**config.mk**
```make
export PLATFORM = sky130hd
export DESIGN_NAME = usrclk_rst_sequencer
export DESIGN_NICKNAME = d
export VERILOG_FILES = /design/src/rtl/usrclk_rst_sequencer.sv
export SDC_FILE = /design/constraint.sdc
export NUM_CORES = 1
export LEC_CHECK = 0
export BUFFER_PORTS_ARGS = -buffer_cell sky130_fd_sc_hd__buf_4
export CAP_MARGIN = 20
export CORE_ASPECT_RATIO = 0.6
export CORE_MARGIN = 2
export CORE_UTILIZATION = 62
export CTS_BUF_LIST = sky130_fd_sc_hd__clkbuf_2 sky130_fd_sc_hd__clkbuf_4 sky130_fd_sc_hd__clkbuf_8
export DETAILED_ROUTE_END_ITERATION = 7
export GPL_ROUTABILITY_DRIVEN = 0
export PLACE_DENSITY = 0.81
export SLEW_MARGIN = 20
export SYNTH_ARGS = -nofsm -noshare
export SYNTH_HDL_FRONTEND = slang
export SYNTH_SLANG_ARGS = --single-unit
```
**constraint.sdc**
```tcl
create_clock -name clk -period 2.5 [get_ports clk]
set_input_delay 0 -clock clk [delete_from_list [all_inputs] [get_ports clk]]
set_output_delay 0 -clock clk [all_outputs]
set_load 0.005 [all_outputs]
```
**src/rtl/usrclk_rst_sequencer.sv**
```systemverilog
// Init-clock sequencer for the transceiver user-clock buffer: pulses buf_rst, waits for a
// stable usrclk_active, then releases the datapath. Optional USRCLK_LOSS_COUNT_EN adds loss_cnt.
module usrclk_rst_sequencer #(
    parameter int BUF_RST_CYCLES = 16,
    parameter int STABLE_CYCLES  = 64,
    parameter int TIMEOUT_CYCLES = 4096,
    parameter int MAX_RETRIES    = 3
) (
    input  logic                               clk,
    input  logic                               rst,
    input  logic                               soft_reset,
    input  logic                               usrclk_active,
    output logic                               buf_rst,
    output logic                               usrclk_rst,
    output logic                               ready,
    output logic                               fail,
    output logic [$clog2(MAX_RETRIES+1)-1:0]   retry_cnt
`ifdef USRCLK_LOSS_COUNT_EN
    ,
    output logic [15:0]                        loss_cnt
`endif
);
    localparam int RW      = $clog2(MAX_RETRIES + 1);
    localparam int MAX_AB  = (BUF_RST_CYCLES > STABLE_CYCLES) ? BUF_RST_CYCLES : STABLE_CYCLES;
    localparam int CNT_MAX = (MAX_AB > TIMEOUT_CYCLES) ? MAX_AB : TIMEOUT_CYCLES;
    localparam int CW      = $clog2(CNT_MAX + 1);

    typedef enum logic [2:0] {
        S_BUF_RST,
        S_WAIT_ACTIVE,
        S_STABLE,
        S_RUN,
        S_FAIL
    } state_t;

    state_t        state;
    logic [CW-1:0] cnt;

    (* ASYNC_REG = "TRUE" *) logic act_meta;
    (* ASYNC_REG = "TRUE" *) logic act_s;

    always_ff @(posedge clk or posedge rst) begin
        if (rst) begin
            act_meta <= 1'b0;
            act_s    <= 1'b0;
        end else begin
            act_meta <= usrclk_active;
            act_s    <= act_meta;
        end
    end

    always_ff @(posedge clk or posedge rst) begin
        if (rst) begin
            state      <= S_BUF_RST;
            cnt        <= '0;
            retry_cnt  <= '0;
            buf_rst    <= 1'b1;
            usrclk_rst <= 1'b1;
            ready      <= 1'b0;
            fail       <= 1'b0;
`ifdef USRCLK_LOSS_COUNT_EN
            loss_cnt   <= '0;
`endif
        end else begin
            // Outputs follow the state register one cycle later; fail drops with the restart itself.
            buf_rst    <= (state == S_BUF_RST);
            usrclk_rst <= (state != S_RUN);
            ready      <= (state == S_RUN);
            fail       <= (state == S_FAIL) && !soft_reset;

            if (soft_reset) begin
                state     <= S_BUF_RST;
                cnt       <= '0;
                retry_cnt <= '0;
            end else begin
                case (state)
                    S_BUF_RST: begin
                        if (cnt == CW'(BUF_RST_CYCLES - 1)) begin
                            state <= S_WAIT_ACTIVE;
                            cnt   <= '0;
                        end else begin
                            cnt <= cnt + 1'b1;
                        end
                    end
                    S_WAIT_ACTIVE: begin
                        // A clock showing up on the final timeout cycle still counts as success.
                        if (act_s) begin
                            state <= S_STABLE;
                            cnt   <= CW'(1);
                        end else if (cnt == CW'(TIMEOUT_CYCLES - 1)) begin
                            cnt <= '0;
                            if (retry_cnt < RW'(MAX_RETRIES)) begin
                                retry_cnt <= retry_cnt + 1'b1;
                                state     <= S_BUF_RST;
                            end else begin
                                state <= S_FAIL;
                            end
                        end else begin
                            cnt <= cnt + 1'b1;
                        end
                    end
                    S_STABLE: begin
                        if (!act_s) begin
                            state <= S_WAIT_ACTIVE;
                            cnt   <= '0;
                        end else if (cnt == CW'(STABLE_CYCLES)) begin
                            state     <= S_RUN;
                            cnt       <= '0;
                            retry_cnt <= '0;
                        end else begin
                            cnt <= cnt + 1'b1;
                        end
                    end
                    S_RUN: begin
                        if (!act_s) begin
                            state <= S_BUF_RST;
                            cnt   <= '0;
`ifdef USRCLK_LOSS_COUNT_EN
                            if (loss_cnt != 16'hFFFF)
                                loss_cnt <= loss_cnt + 16'd1;
`endif
                        end
                    end
                    S_FAIL: begin
                        state <= S_FAIL;
                    end
                    default: begin
                        state <= S_BUF_RST;
                        cnt   <= '0;
                    end
                endcase
            end
        end
    end

endmodule

```
==> flow_summary.ini, run 1 <==
[critical_path]
worstPathArrival_ps = 2520
path_class = flip-flop to flip-flop
crit_fanout = 7
crit_slowest_cell = nor4_2
crit_buf_inv = 1
crit_chain = ha_1 -> nand3_1 -> nor4_2 -> nor2_1 -> o21ai_1 -> buf_4 -> o211ai_1
start_kind = flip-flop
cp_top_family = simple AND/OR/NAND/NOR gates
cp_slowest_stage_delay_ps = 480
end_kind = flip-flop
reg2reg_slack_ps = 120
required_ps = 2640

[sta]
fin_tns_setup_ps = 0
post-route-period-util = 0.953
fin_skew_ps = 1.78
worst_pin_slew_ps = 859
fmax_mhz = 420
rsz0062_at_grt = no
setup_ws_ps = 118
slew-limit-headroom = 0.427
fin_crit_ps = 2380
slew_viol_final = 0
hold_viol_final = 0
final-setup-viol-count = 0

[placement]
dp_worst_setup_slack_ps = 236
io_buffers = 9
hpwl_um = 2630

[yosys]
synth-warning-count = 0
synth_nets = 167
synth-simple-area-share = 0.259
ys_types = 47
async_flop_share = 1.00
synth_compound_area_frac = 0.209
synth_seq_cells = 24
syn_inst = 160
muxShareOfSynthArea = 0.0135
synth_fa_ha_area_frac = 0.0253
synth_xor_area_frac = 0.00590
synth_top_family_by_area = simple AND/OR/NAND/NOR gates
yosysSeqAreaShare = 0.406
synth_edf_count = 0
ys.flop_type = dfrtp_1
syn-mean-instance-area_um2 = 9.28
netlist_area_um2 = 1490

[die]
core_um2 = 2210
dieArea_um2 = 2820
dieHeight_um = 41.9
die_w_um = 67.2
initial_core_util = 0.671
ios = 10
rows = 13

[clock_tree]
clockRootBuffer = clkbuf_8
numCtsBuffers = 3
cts_tree = built
insertion_delay_ps = 260
clkSlewWorstSetupHoldPaths_ps = 80
ctsLongestPathBuffers = 2
cts.sinks = 24
ctsHtreeMaxLevel = 1

[global_routing]
grt_pass1_wl_um = 6130
grt_max_degree = 25
gr-total-overflow = 0
grtUsageTotal = 0.290
top_usage_layer = met2
antenna_found_initial = 0
use_met1 = 0.420
grt_pass1_vias = 1259
use_met2 = 0.434
use_met3 = 0.0759

[power]
power_mw = 0.731
powerDensity_nw_per_um2 = 435
ir_drop_v = 0.000384
leakage_nw = 0.728

[route]
drtIter0Drc = 183
antenna_left = 0
drc = 0
dr.pass1.iters = 6
routedWlPerCell_um = 18.1
vias = 1386
wl_um = 3720
vias_per_cell = 6.76

[flow_run]
maxCapViolCount = 0

[hold_path]
hold_path_class = primary input to flip-flop

[layout]
area_growth_pct = 13.2
final_layout_size_suffix_gt1_frac = 0.206
layout.nets = 183
antennaDiodeCount = 0
final_cell_mix = nand2_1, dfrtp_1, buf_4

[run_status]
outcome = finished, final reports clean
==> per-layer routing <==
layer  wire length [um]  share of wire  vias up
met2               1640           0.44      110
met5                  0              0        -
met4                 91          0.024        0
met3                462           0.12       19
li1                   -              -      620
met1               1530           0.41      637
==> cells in the mapped netlist (2+ instances only) <==
library cell  instances  area [um^2]
a21boi_0              2         15.0
and2_1                2         12.5
buf_2                 3         15.0
buf_4                 2         15.0
buf_6                 2         22.5
clkbuf_8              2         27.5
dfrtp_1              22          551
dfstp_2               2         52.6
ha_1                  3         37.5
inv_1                10         37.5
mux2i_1               2         20.0
nand2_1              22         82.6
nand2b_1              2         12.5
nand3_1               7         35.0
nand3b_1              2         15.0
nand4bb_1             2         22.5
nor2_1               15         56.3
nor3_1                3         15.0
nor4_1                3         18.8
o211ai_1             11         82.6
o21a_1                4         30.0
o21ai_0               5         25.0
o21ai_1               2         10.0
o221ai_1              2         17.5
o311ai_0              3         26.3
or4_4                 4         45.0
==> area by class of cell <==
class	instances	area, um^2
multi-input combinational	116	783
sequential	24	603
fill	146	531
timing repair buffer	21	165
clock buffer	4	55.1
inverter	10	37.5
tap	30	37.5
==> flip-flops by register name (all words and copies together) (netlist names) <==
register    cells
act_meta        1
act_s           1
buf_rst         1
cnt            13
fail            1
ready           1
retry_cnt       2
state           3
usrclk_rst      1
==> worst reg2reg max path, cell delays in order, from the launching register on <==
cell,delay (ps)
dfrtp_1,450
ha_1,250
nand3_1,240
nor4_2,480
nor2_1,220
o21ai_1,340
buf_4,190
o211ai_1,100
==> what timing repair did <==
item / CTS / global route
endpoints found under the hold margin: 27 / 0
hold buffers: 3 / 0
setup endpoints to repair: 0 / 9
gates resized for setup: 0 / 2
setup buffers: 0 / 0
==> through the flow <==
stage	cell area, um^2	util	instances	hold slack (ps)
after global routing	1680	0.760	205	394
final	1680	0.760	205	390
after floorplan	1490	-	160	13.1
after CTS	1660	0.750	205	391
after global placement	1570	0.712	198	111
after detailed placement	1570	0.712	198	116
==> final timing paths <==
path,from,to,depth (start not counted)
worst max-delay path,cnt[0]$_DFFE_PP0P_,cnt[11]$_DFFE_PP0P_,7
worst min-delay path,usrclk_active,act_meta$_DFF_PP0_,2
worst max register to register,cnt[0]$_DFFE_PP0P_,cnt[11]$_DFFE_PP0P_,7
worst min register to register,act_meta$_DFF_PP0_,act_s$_DFF_PP0_,0
max in group asynchronous,rst,retry_cnt[0]$_DFFE_PP0P_,3
min in group asynchronous,rst,cnt[12]$_DFFE_PP0P_,3
==> report_power, final <==
group	switching (mW)	internal (mW)	total [mW]
Combinational	0.0352	0.0285	0.0637
Clock	0.113	0.140	0.253
Sequential	0.0157	0.398	0.414
==> kinds of logic (layout without fill, tap and decap cells) <==
group / Yosys count / count (layout)
AND/OR/NAND/NOR: 70 / 70
AO/OA/AOI/OAI: 40 / 40
flip-flops: 24 / 24
buffers and inverters: 20 / 35
adder cells (fa/ha/maj): 3 / 3
multiplexers: 2 / 2
XOR/XNOR: 1 / 1
Power figures use the tool's default switching activity.
==> run 2: changes to the inputs <==
RECOVER_POWER = 50   (was unset)
==> flow_summary.ini, run 2 (synthesized netlist as in run 1, its figures left out) <==
[placement]
hpwl_um = 2630
io_buffers = 9

[layout]
multi_input_area_um2 = 783
top_register = cnt
nFillCells = 146
final_cell_mix = nand2_1, dfrtp_1, nor2_1
antennaDiodeCount = 0
register_area_um2 = 603
final_layout_size_suffix_gt1_frac = 0.200
top_regs = cnt (13), state (3), retry_cnt (2)
area_growth_pct = 13.0
layout.nets = 183
largest_reg_flops = 13

[global_routing]
grtUsageTotal = 0.290
grt_pass1_wl_um = 6130
gr-total-overflow = 0
grt_max_degree = 25
antenna_found_initial = 0
grt_pass1_vias = 1259

[clock_tree]
numCtsBuffers = 3
ctsHtreeMaxLevel = 1
insertion_delay_ps = 260
cts.sinks = 24
ctsLongestPathBuffers = 2
cts_tree = built
clockRootBuffer = clkbuf_8
clkSlewWorstSetupHoldPaths_ps = 80

[route]
antenna_left = 0
met1_length_um = 1530
dr.pass1.iters = 5
routed-wl-met2_um = 1650
wl_met3_um = 428
vias_per_cell = 6.72
wl_um = 3680
drtIter0Drc = 181
vias = 1377
highest_layer = met4
drc = 0
routedWlPerCell_um = 18.0

[power]
ir_drop_v = 0.000382
powerDensity_nw_per_um2 = 434
leakage_nw = 0.721
power_mw = 0.728

[sta]
whs_ps = 407
rsz0062_at_grt = no
post-route-period-util = 0.945
hold_viol_final = 0
fmax_mhz = 423
fin_skew_ps = 2.48
fin_tns_setup_ps = 0
final-setup-viol-count = 0
slew_viol_final = 0
worst_pin_slew_ps = 857
slew-limit-headroom = 0.428
fin_crit_ps = 2360

[die]
initial_core_util = 0.671
ios = 10
rows = 13
die_w_um = 67.2
dieArea_um2 = 2820
core_um2 = 2210
dieHeight_um = 41.9

[critical_path]
crit_chain = ha_1 -> nand3_1 -> nor4_2 -> nor2_1 -> o21ai_1 -> buf_4 -> o211ai_1
end_kind = flip-flop
ff2ff_path_depth = 7
cp_slowest_stage_delay_ps = 470
required_ps = 2640
worstReg2RegEnd = cnt[11]$_DFFE_PP0P_
start_kind = flip-flop
worstPathArrival_ps = 2500
r2r_start = cnt[0]$_DFFE_PP0P_
crit_fanout = 7
path_class = flip-flop to flip-flop
crit_slowest_cell = nor4_2
reg2reg_slack_ps = 140

[hold_path]
min_from = act_meta$_DFF_PP0_
hold-path-endpoint = act_s$_DFF_PP0_
holdPathStages = 0
hold_path_class = flip-flop to flip-flop

[run_status]
outcome = finished, final reports clean

[flow_run]
maxCapViolCount = 0
-- run 2: repair_timing --
item,in CTS,in global routing
endpoints found under the hold margin,27,0
buffers inserted,0,0
hold buffers,3,0
endpoints found under the setup margin,0,9
resized for setup,0,2
-- run 2: worst max-delay path: cells and delay by family (launching register included) --
family	cells	cell delay (ps)
flops	1	450
buf+inv	1	190
fa+ha+maj	1	250
simple gates	3	930
compound gates	2	430
-- run 2: through the flow --
stage / setup slack, ps / instances / area [um^2] / util
2_1_floorplan: 441 / 160 / 1490 / -
3_3_place_gp: 304 / 198 / 1570 / 0.712
3_5_place_dp: 236 / 198 / 1570 / 0.712
4_1_cts: 114 / 205 / 1660 / 0.750
5_1_grt: 4.14 / 205 / 1680 / 0.758
6_report: 137 / 205 / 1680 / 0.758
-- run 2: report_power, final --
group | leakage, nW | total, mW | switching, mW | internal [mW]
Combinational | 0.372 | 0.0630 | 0.0347 | 0.0283
Clock | 0.0288 | 0.251 | 0.110 | 0.140
Sequential | 0.321 | 0.414 | 0.0156 | 0.398
-- run 2: worst max path at each step --
stage / endpoint / startpoint / depth (start not counted)
2_1_floorplan: retry_cnt[0]$_DFFE_PP0P_ / cnt[0]$_DFFE_PP0P_ / 6
3_3_place_gp: retry_cnt[1]$_DFFE_PP0P_ / cnt[0]$_DFFE_PP0P_ / 6
3_5_place_dp: cnt[10]$_DFFE_PP0P_ / cnt[0]$_DFFE_PP0P_ / 7
4_1_cts: cnt[10]$_DFFE_PP0P_ / cnt[0]$_DFFE_PP0P_ / 7
5_1_grt: cnt[11]$_DFFE_PP0P_ / cnt[0]$_DFFE_PP0P_ / 7
6_report: cnt[11]$_DFFE_PP0P_ / cnt[0]$_DFFE_PP0P_ / 7
-- run 2: layer usage --
| metal | up-vias | global-route usage |
|---|---|---|
| met2 | 110 | 0.434 |
| met3 | 8 | 0.0759 |
| met4 | 0 | 0.0653 |
| met1 | 641 | 0.420 |
| li1 | 618 | - |
| met5 | - | 0 |
-- run 2: area by class of cell --
class	instances	area share
timing repair buffer	21	0.0962
tap	30	0.0224
clock buffer	4	0.0328
inverter	10	0.0224
multi-input combinational	116	0.467
sequential	24	0.359
